===== config.mk =====
export PLATFORM = sky130hd
export DESIGN_NAME = gpio_bus_slave
export DESIGN_NICKNAME = d
export VERILOG_FILES = /design/src/rtl/gpio_bus_slave.sv
export SDC_FILE = /design/constraint.sdc
export NUM_CORES = 1
export LEC_CHECK = 0
export ABC_AREA = 0
export CORE_ASPECT_RATIO = 2
export CORE_MARGIN = 4
export CORE_UTILIZATION = 50
export CTS_BUF_LIST = sky130_fd_sc_hd__clkbuf_4 sky130_fd_sc_hd__clkbuf_8
export DETAILED_ROUTE_END_ITERATION = 8
export PLACE_DENSITY = 0.9
export SLEW_MARGIN = 0
export SYNTH_ARGS = -nofsm -noshare
export SYNTH_HDL_FRONTEND = slang
export SYNTH_SLANG_ARGS = --single-unit

===== constraint.sdc =====
create_clock -name clk -period 1.88 [get_ports clk]
set_clock_uncertainty 0.2 [all_clocks]
set_input_delay 0.282 -clock clk [delete_from_list [all_inputs] [get_ports clk]]
set_output_delay 0.282 -clock clk [all_outputs]
set_load 0.02 [all_outputs]

===== src/rtl/gpio_bus_slave.sv =====
// gpio_bus_slave: bus responder for the GPIO peripheral window.
//   Holds DATA_OUT / DIR, synchronizes pin inputs into DATA_IN, and offers
//   SET / CLR / TGL aliases of DATA_OUT. Read data is registered (1-cycle latency).
//   Optional edge interrupt block is built when the macro GPIO_IRQ_EN is defined
//   (adds IRQ_MASK at 0x18, IRQ_STATUS at 0x1C, and the gpio_irq port).
// Ports:
//   clk, rst_n            clock, asynchronous active-low reset
//   gpio_ce               chip enable from the bus decoder, qualifies all strobes
//   bus_addr              byte address, only [7:2] decoded
//   bus_re, bus_we        read strobe, byte-lane write strobes
//   bus_wdata, bus_rdata  write data in, registered read data out
//   gpio_in               asynchronous pin inputs
//   gpio_out, gpio_oe     pin output values and output enables (1 = drive)
//   gpio_irq              level interrupt (GPIO_IRQ_EN only)
module gpio_bus_slave #(
    parameter int unsigned WIDTH       = 32,
    parameter int unsigned SYNC_STAGES = 2
) (
    input  logic             clk,
    input  logic             rst_n,
    input  logic             gpio_ce,
    input  logic [31:0]      bus_addr,
    input  logic             bus_re,
    input  logic [3:0]       bus_we,
    input  logic [31:0]      bus_wdata,
    output logic [31:0]      bus_rdata,
    input  logic [WIDTH-1:0] gpio_in,
    output logic [WIDTH-1:0] gpio_out,
    output logic [WIDTH-1:0] gpio_oe
`ifdef GPIO_IRQ_EN
    ,
    output logic             gpio_irq
`endif
);

    // Bits at or above WIDTH are never written, so they always read back as 0.
    localparam logic [31:0] ValidMask = {32{1'b1}} >> (32 - WIDTH);

    logic [5:0]       off;
    logic             rd;
    logic [31:0]      wmask;
    logic [31:0]      wbits;
    logic [31:0]      din;
    logic [31:0]      rd_mux;
    logic [31:0]      dout_q, dout_d;
    logic [31:0]      dir_q, dir_d;
    logic [31:0]      rdata_q;
    logic [WIDTH-1:0] sync_q [SYNC_STAGES];

    // Only bus_addr[7:2] is decoded; the rest alias the same registers.
    logic unused_addr;
    assign unused_addr = ^{bus_addr[31:8], bus_addr[1:0]};

    assign off = bus_addr[7:2];
    assign rd  = gpio_ce & bus_re;

    always_comb begin
        wmask = '0;
        for (int i = 0; i < 4; i++) begin
            wmask[8*i +: 8] = {8{gpio_ce & bus_we[i]}};
        end
        wmask = wmask & ValidMask;
        wbits = bus_wdata & wmask;
    end

    always_comb begin
        din = '0;
        din[WIDTH-1:0] = sync_q[SYNC_STAGES-1];
    end

`ifdef GPIO_IRQ_EN
    logic [31:0] mask_q, mask_d;
    logic [31:0] status_q, status_d;
    logic [31:0] prev_q;
    logic [31:0] rise;
    logic        irq_q;

    assign rise = din & ~prev_q;

    always_comb begin
        mask_d = mask_q;
        if (off == 6'h06) mask_d = (mask_q & ~wmask) | wbits;
        // W1C first, then OR in fresh edges so a coincident edge wins.
        status_d = status_q;
        if (off == 6'h07) status_d = status_q & ~wbits;
        status_d = status_d | rise;
    end

    always_ff @(posedge clk or negedge rst_n) begin
        if (!rst_n) begin
            mask_q   <= '0;
            status_q <= '0;
            prev_q   <= '0;
            irq_q    <= 1'b0;
        end else begin
            mask_q   <= mask_d;
            status_q <= status_d;
            prev_q   <= din;
            irq_q    <= |(status_q & mask_q);
        end
    end

    assign gpio_irq = irq_q;
`endif

    always_comb begin
        dout_d = dout_q;
        dir_d  = dir_q;
        case (off)
            6'h00:   dout_d = (dout_q & ~wmask) | wbits;
            6'h01:   dir_d  = (dir_q & ~wmask) | wbits;
            6'h03:   dout_d = dout_q | wbits;
            6'h04:   dout_d = dout_q & ~wbits;
            6'h05:   dout_d = dout_q ^ wbits;
            default: ;
        endcase
    end

    // Read mux sees pre-write register values, so a same-cycle write is not visible.
    always_comb begin
        rd_mux = '0;
        case (off)
            6'h00:   rd_mux = dout_q;
            6'h01:   rd_mux = dir_q;
            6'h02:   rd_mux = din;
`ifdef GPIO_IRQ_EN
            6'h06:   rd_mux = mask_q;
            6'h07:   rd_mux = status_q;
`endif
            default: rd_mux = '0;
        endcase
    end

    always_ff @(posedge clk or negedge rst_n) begin
        if (!rst_n) begin
            dout_q  <= '0;
            dir_q   <= '0;
            rdata_q <= '0;
            for (int i = 0; i < SYNC_STAGES; i++) sync_q[i] <= '0;
        end else begin
            dout_q <= dout_d;
            dir_q  <= dir_d;
            if (rd) rdata_q <= rd_mux;
            sync_q[0] <= gpio_in;
            for (int i = 1; i < SYNC_STAGES; i++) sync_q[i] <= sync_q[i-1];
        end
    end

    assign bus_rdata = rdata_q;
    assign gpio_out  = dout_q[WIDTH-1:0];
    assign gpio_oe   = dir_q[WIDTH-1:0];

endmodule


# Word-level counts from Yosys, hierarchy flattened
# Index checks and enable logic that the tools add are counted.
# classes
n_eq_ne,5
n_mux,2
bitwise,15
n_reduce_logical,2
# ops
op,count
$and A32 B32 Y32,4
$pmux W32 S4,1
$or A32 B32 Y32,3
$pmux W32 S3,1
$not A32 Y32,2
$xor A32 B32 Y32,1
$eq A6 B2 Y1 const B,2
$eq A6 B3 Y1 const B,2
$eq A6 B1 Y1 const B,1
$logic_not A6 Y1,1
$and A1 B1 Y1,5
$reduce_bool A4 Y1,1
# word_totals
regBits,160
inputBits,104
out_inout_bits,96
word_cells,29

# Longest topological paths before layout
# Gate-level depths: netlist (run 1).
# depth
depth_word,5
depth_mapped,9
ltp_nobuf,7

# Worst setup path before layout (run 1)
# OpenSTA, ideal clock, no wires.
# synth_path
path_type,input to register
from,in bus_we[3]
to,reg dout_q[26] (netlist: gpio_out[26])
setup_ns,0.099
arrival_time_ns,1.747
t_required_ns,1.581
path_slack_ns,-0.167
cell_stages,8
path_cell_list,and2_1 clkbuf_1 clkbuf_1 nand2_1 ha_1 mux2i_1 a221oi_1 a311oi_1
# synth_via
elab_chain_cells,5
# synth_rtl
item,line_no,text
from (decl),24,"input logic [3:0] bus_we,"
$and A1 B1 Y1 (*),60,wmask[8*i +: 8] = {8{gpio_ce & bus_we[i]}};
$and A32 B32 Y32 or $not A32 Y32 (tied branches),"63, 110",
$not A32 Y32 or $and A32 B32 Y32 (tied branches),"113, 110",
$and A32 B32 Y32 or $or A32 B32 Y32 (tied branches),"113, 110",
$pmux W32 S4 (*),109,case (off)
to (signal assigned),141,dout_q <= dout_d;
to (decl),45,"logic [31:0] dout_q, dout_d;"
# Mark *: on every way between the ends. The rest lies on a longest branch, timed or not.
# A chain may end at the register's enable or synchronous reset.

# Worst setup path in the final report (run 1)
# layout_path
from,in bus_we[0]
to,reg dout_q[7] (netlist: gpio_out[7])
# The elaborated chain is that of the path after synthesis.

==> results of run 1 <==
==> timing repair <==
action                                  4_1_cts  5_1_grt
pin swaps                                     9       41
hold endpoints to repair                    160        0
gates cloned                                  1        1
setup buffers                                 3        7
hold buffers                                  1        0
resized for setup                           109       47
endpoints found under the setup margin      158       43
==> layer usage <==
metal / up-vias / track usage / routed length, µm
li1: 2903 / - / -
met5: - / 0 / 0
met2: 318 / 0.471 / 12700
met4: 0 / 0.140 / 1110
met1: 3275 / 0.314 / 8180
met3: 93 / 0.0383 / 1310
==> cell families after synthesis <==
group	count (synthesis)	synth area share
AO/OA/AOI/OAI	194	0.191
XOR/XNOR	2	0.00235
adder cells (fa/ha/maj)	32	0.0536
buffers and inverters	79	0.0424
flip-flops	160	0.536
multiplexers	74	0.105
AND/OR/NAND/NOR	119	0.0694
==> synth_stat cells (2+ instances only) <==
cell / n
and2_1: 5
o21ai_2: 4
o21ai_1: 2
clkbuf_1: 27
nor2b_1: 2
nand2_1: 100
a21oi_1: 9
a211o_1: 22
inv_1: 32
a32oi_1: 22
nor2_1: 2
nand2_2: 4
a221oi_1: 9
ha_1: 32
mux2_2: 31
o21ai_0: 62
mux2i_1: 42
dfrtp_1: 160
buf_2: 16
a311oi_1: 9
o2111ai_1: 22
a22o_1: 32
buf_1: 4
==> where the power goes <==
part,total (mW),switching [mW],internal [mW]
Clock,2.48,1.39,1.09
Combinational,1.92,1.05,0.861
Sequential,3.99,0.288,3.70
Total,8.38,2.73,5.65
==> per-stage QoR <==
step	hold WS (ns)	area, µm²	worst slack, ns	TNS, ns	power, mW
after floorplan	-0.214	7470	0.0236	0	4.84
after global placement	-0.0126	9980	-0.556	-42.16	5.83
after detailed placement	-0.00647	9980	-0.653	-44.51	5.91
after CTS	0.0439	10300	0.00279	0	8.23
after global routing	0.0428	10600	-0.110	-0.589	8.76
final	0.0647	10600	-0.0681	-0.148	8.38
==> final timing paths <==
path / from / end / slack (ns) / cells after the start
min: gpio_in[7] / sync_q[39] / 0.06 / 1
min reg2reg: sync_q[36] / din[4] / 0.15 / 0
min in group asynchronous: rst_n / async pin / 0.16 / 2
max: bus_we[0] / gpio_out[7] / -0.07 / 9
max reg2reg: gpio_out[13] / gpio_out[13] / 0.12 / 5
max in group asynchronous: rst_n / bus_rdata[6] / 0.71 / 3
==> layout make-up <==
class	instances	area, µm²
flip-flops and latches	160	4000
clock buffers	18	241
clock inverters	14	134
repair buffers	261	2430
well taps	192	240
multi-input cells	421	3470
fillers	984	3860
inverters	32	120
==> worst max-delay path, cell delays in order <==
cell             delay (ns)
clkdlybuf4s50_1        0.45
and2_4                 0.18
buf_12                 0.14
nand2_2                0.09
ha_4                   0.23
nand2_1                0.08
o2111ai_2              0.14
a211o_1                0.33
a32oi_1                0.17
==> flow_metrics.tcl, run 1 <==
set metrics [dict create \
    synth_top_cell_by_area "dfrtp_1" \
    final_common_cell "dfrtp_1" \
    synthFlopType "dfrtp_1" \
    synth_warnings 0 \
    cap_violations 0 \
    fp.dieArea_mm2 0.0171 \
    grt_pass1_wl_um 35900 \
    clk_pin_slew_ns 0.10 \
    min_path_type "input port to flip-flop" \
    place.gp.congestion 0.862 \
    grt_overflow 0 \
    rows 62 \
    wire_per_inst_um 21.2 \
    period_minus_slack_ns 1.95 \
    setup_viol 3 \
    nets 1029 \
    synth_edf_count 0 \
    first_iter_violations 588 \
    fp.coreArea_mm2 0.0145 \
    die_h_um 181 \
    drive_above_1_share 0.234 \
    clockBufferDepth 2 \
    tritoncts "built" \
    async_flop_share 1.00 \
    critPathArrivalTime_ns 2.11 \
    drt-vias-per-instance 6.00 \
    clockRootBuffer "clkbuf_8" \
    powerDensity_mw_per_mm2 788 \
    grt_max_degree 60 \
    drt_wl_total_um 23300 \
    grtUsageTotal 0.270 \
    start_util 0.514 \
    required_ns 2.04 \
    cp_max_fo 5 \
    rsz0062_at_grt "yes" \
    antenna_found_initial 0 \
    final_cell_mix "dfrtp_1, dlygate4sd2_1, nand2_1, buf_4, clkdlybuf4s50_1" \
    finalCritPeriodShare 1.04 \
    violations "negative setup slack" \
    io_pins 200 \
    postLayoutCoreUtil 0.734 \
    end_kind "flip-flop" \
    grt_pass1_vias 6903 \
    io_buffer_count 173 \
    clk_latency_ns 0.44 \
    slew_headroom 0.371 \
    drv_slew 0 \
    status "complete, but fails checks" \
    ctsHtreeMaxLevel 4 \
    detailed_place_hpwl_um 15900 \
    startpoint_type "input port" \
    vias 6589 \
    ys_ff_latch 160 \
    seq_area_frac_synth 0.536 \
    ant_nets 0 \
    cts_num_sinks 160 \
    drc 0 \
    ir_drop_mv 0.495 \
    dr.pass1.iters 5 \
    synth_nets 796 \
    final.setup.worst_slack_ns -0.0681 \
    yosys-top-cells-area "dfrtp_1, mux2i_1, ha_1, nand2_1, mux2_2" \
    cellLeakagePower_nw 5.00 \
    final_cells 1098 \
    path_class "input port to flip-flop" \
    tightest_slew_ns 0.942 \
    yosys.area.top_type_share 0.536 \
    synth_cell_type_count 33 \
    n_antenna_cell 0 \
    fmax_mhz 513 \
    hold_violations 0 \
    synthCells 660 \
    synthesis.area_mm2 0.00746 \
    die-width_um 94.4 \
    cts_made_buffers 17 \
    syn_area_per_cell_um2 11.3 \
    dpl.cell_count 1055 \
    area_growth_pct 42.6 \
]
(Power assumes the default switching activity.)
==> run 2: changes to the inputs <==
--- a/config.mk
+++ b/config.mk
@@ -6,10 +6,12 @@
 export NUM_CORES = 1
 export LEC_CHECK = 0
 export ABC_AREA = 0
+export ABC_CLOCK_PERIOD_IN_PS = 1880
 export CORE_ASPECT_RATIO = 2
 export CORE_MARGIN = 4
 export CORE_UTILIZATION = 50
 export CTS_BUF_LIST = sky130_fd_sc_hd__clkbuf_4 sky130_fd_sc_hd__clkbuf_8
+export CTS_CLUSTER_SIZE = 20
 export DETAILED_ROUTE_END_ITERATION = 8
 export PLACE_DENSITY = 0.9
 export SLEW_MARGIN = 0
==> results of run 2 <==
The final DEF is identical to that of run 1; final timing and power are the same.
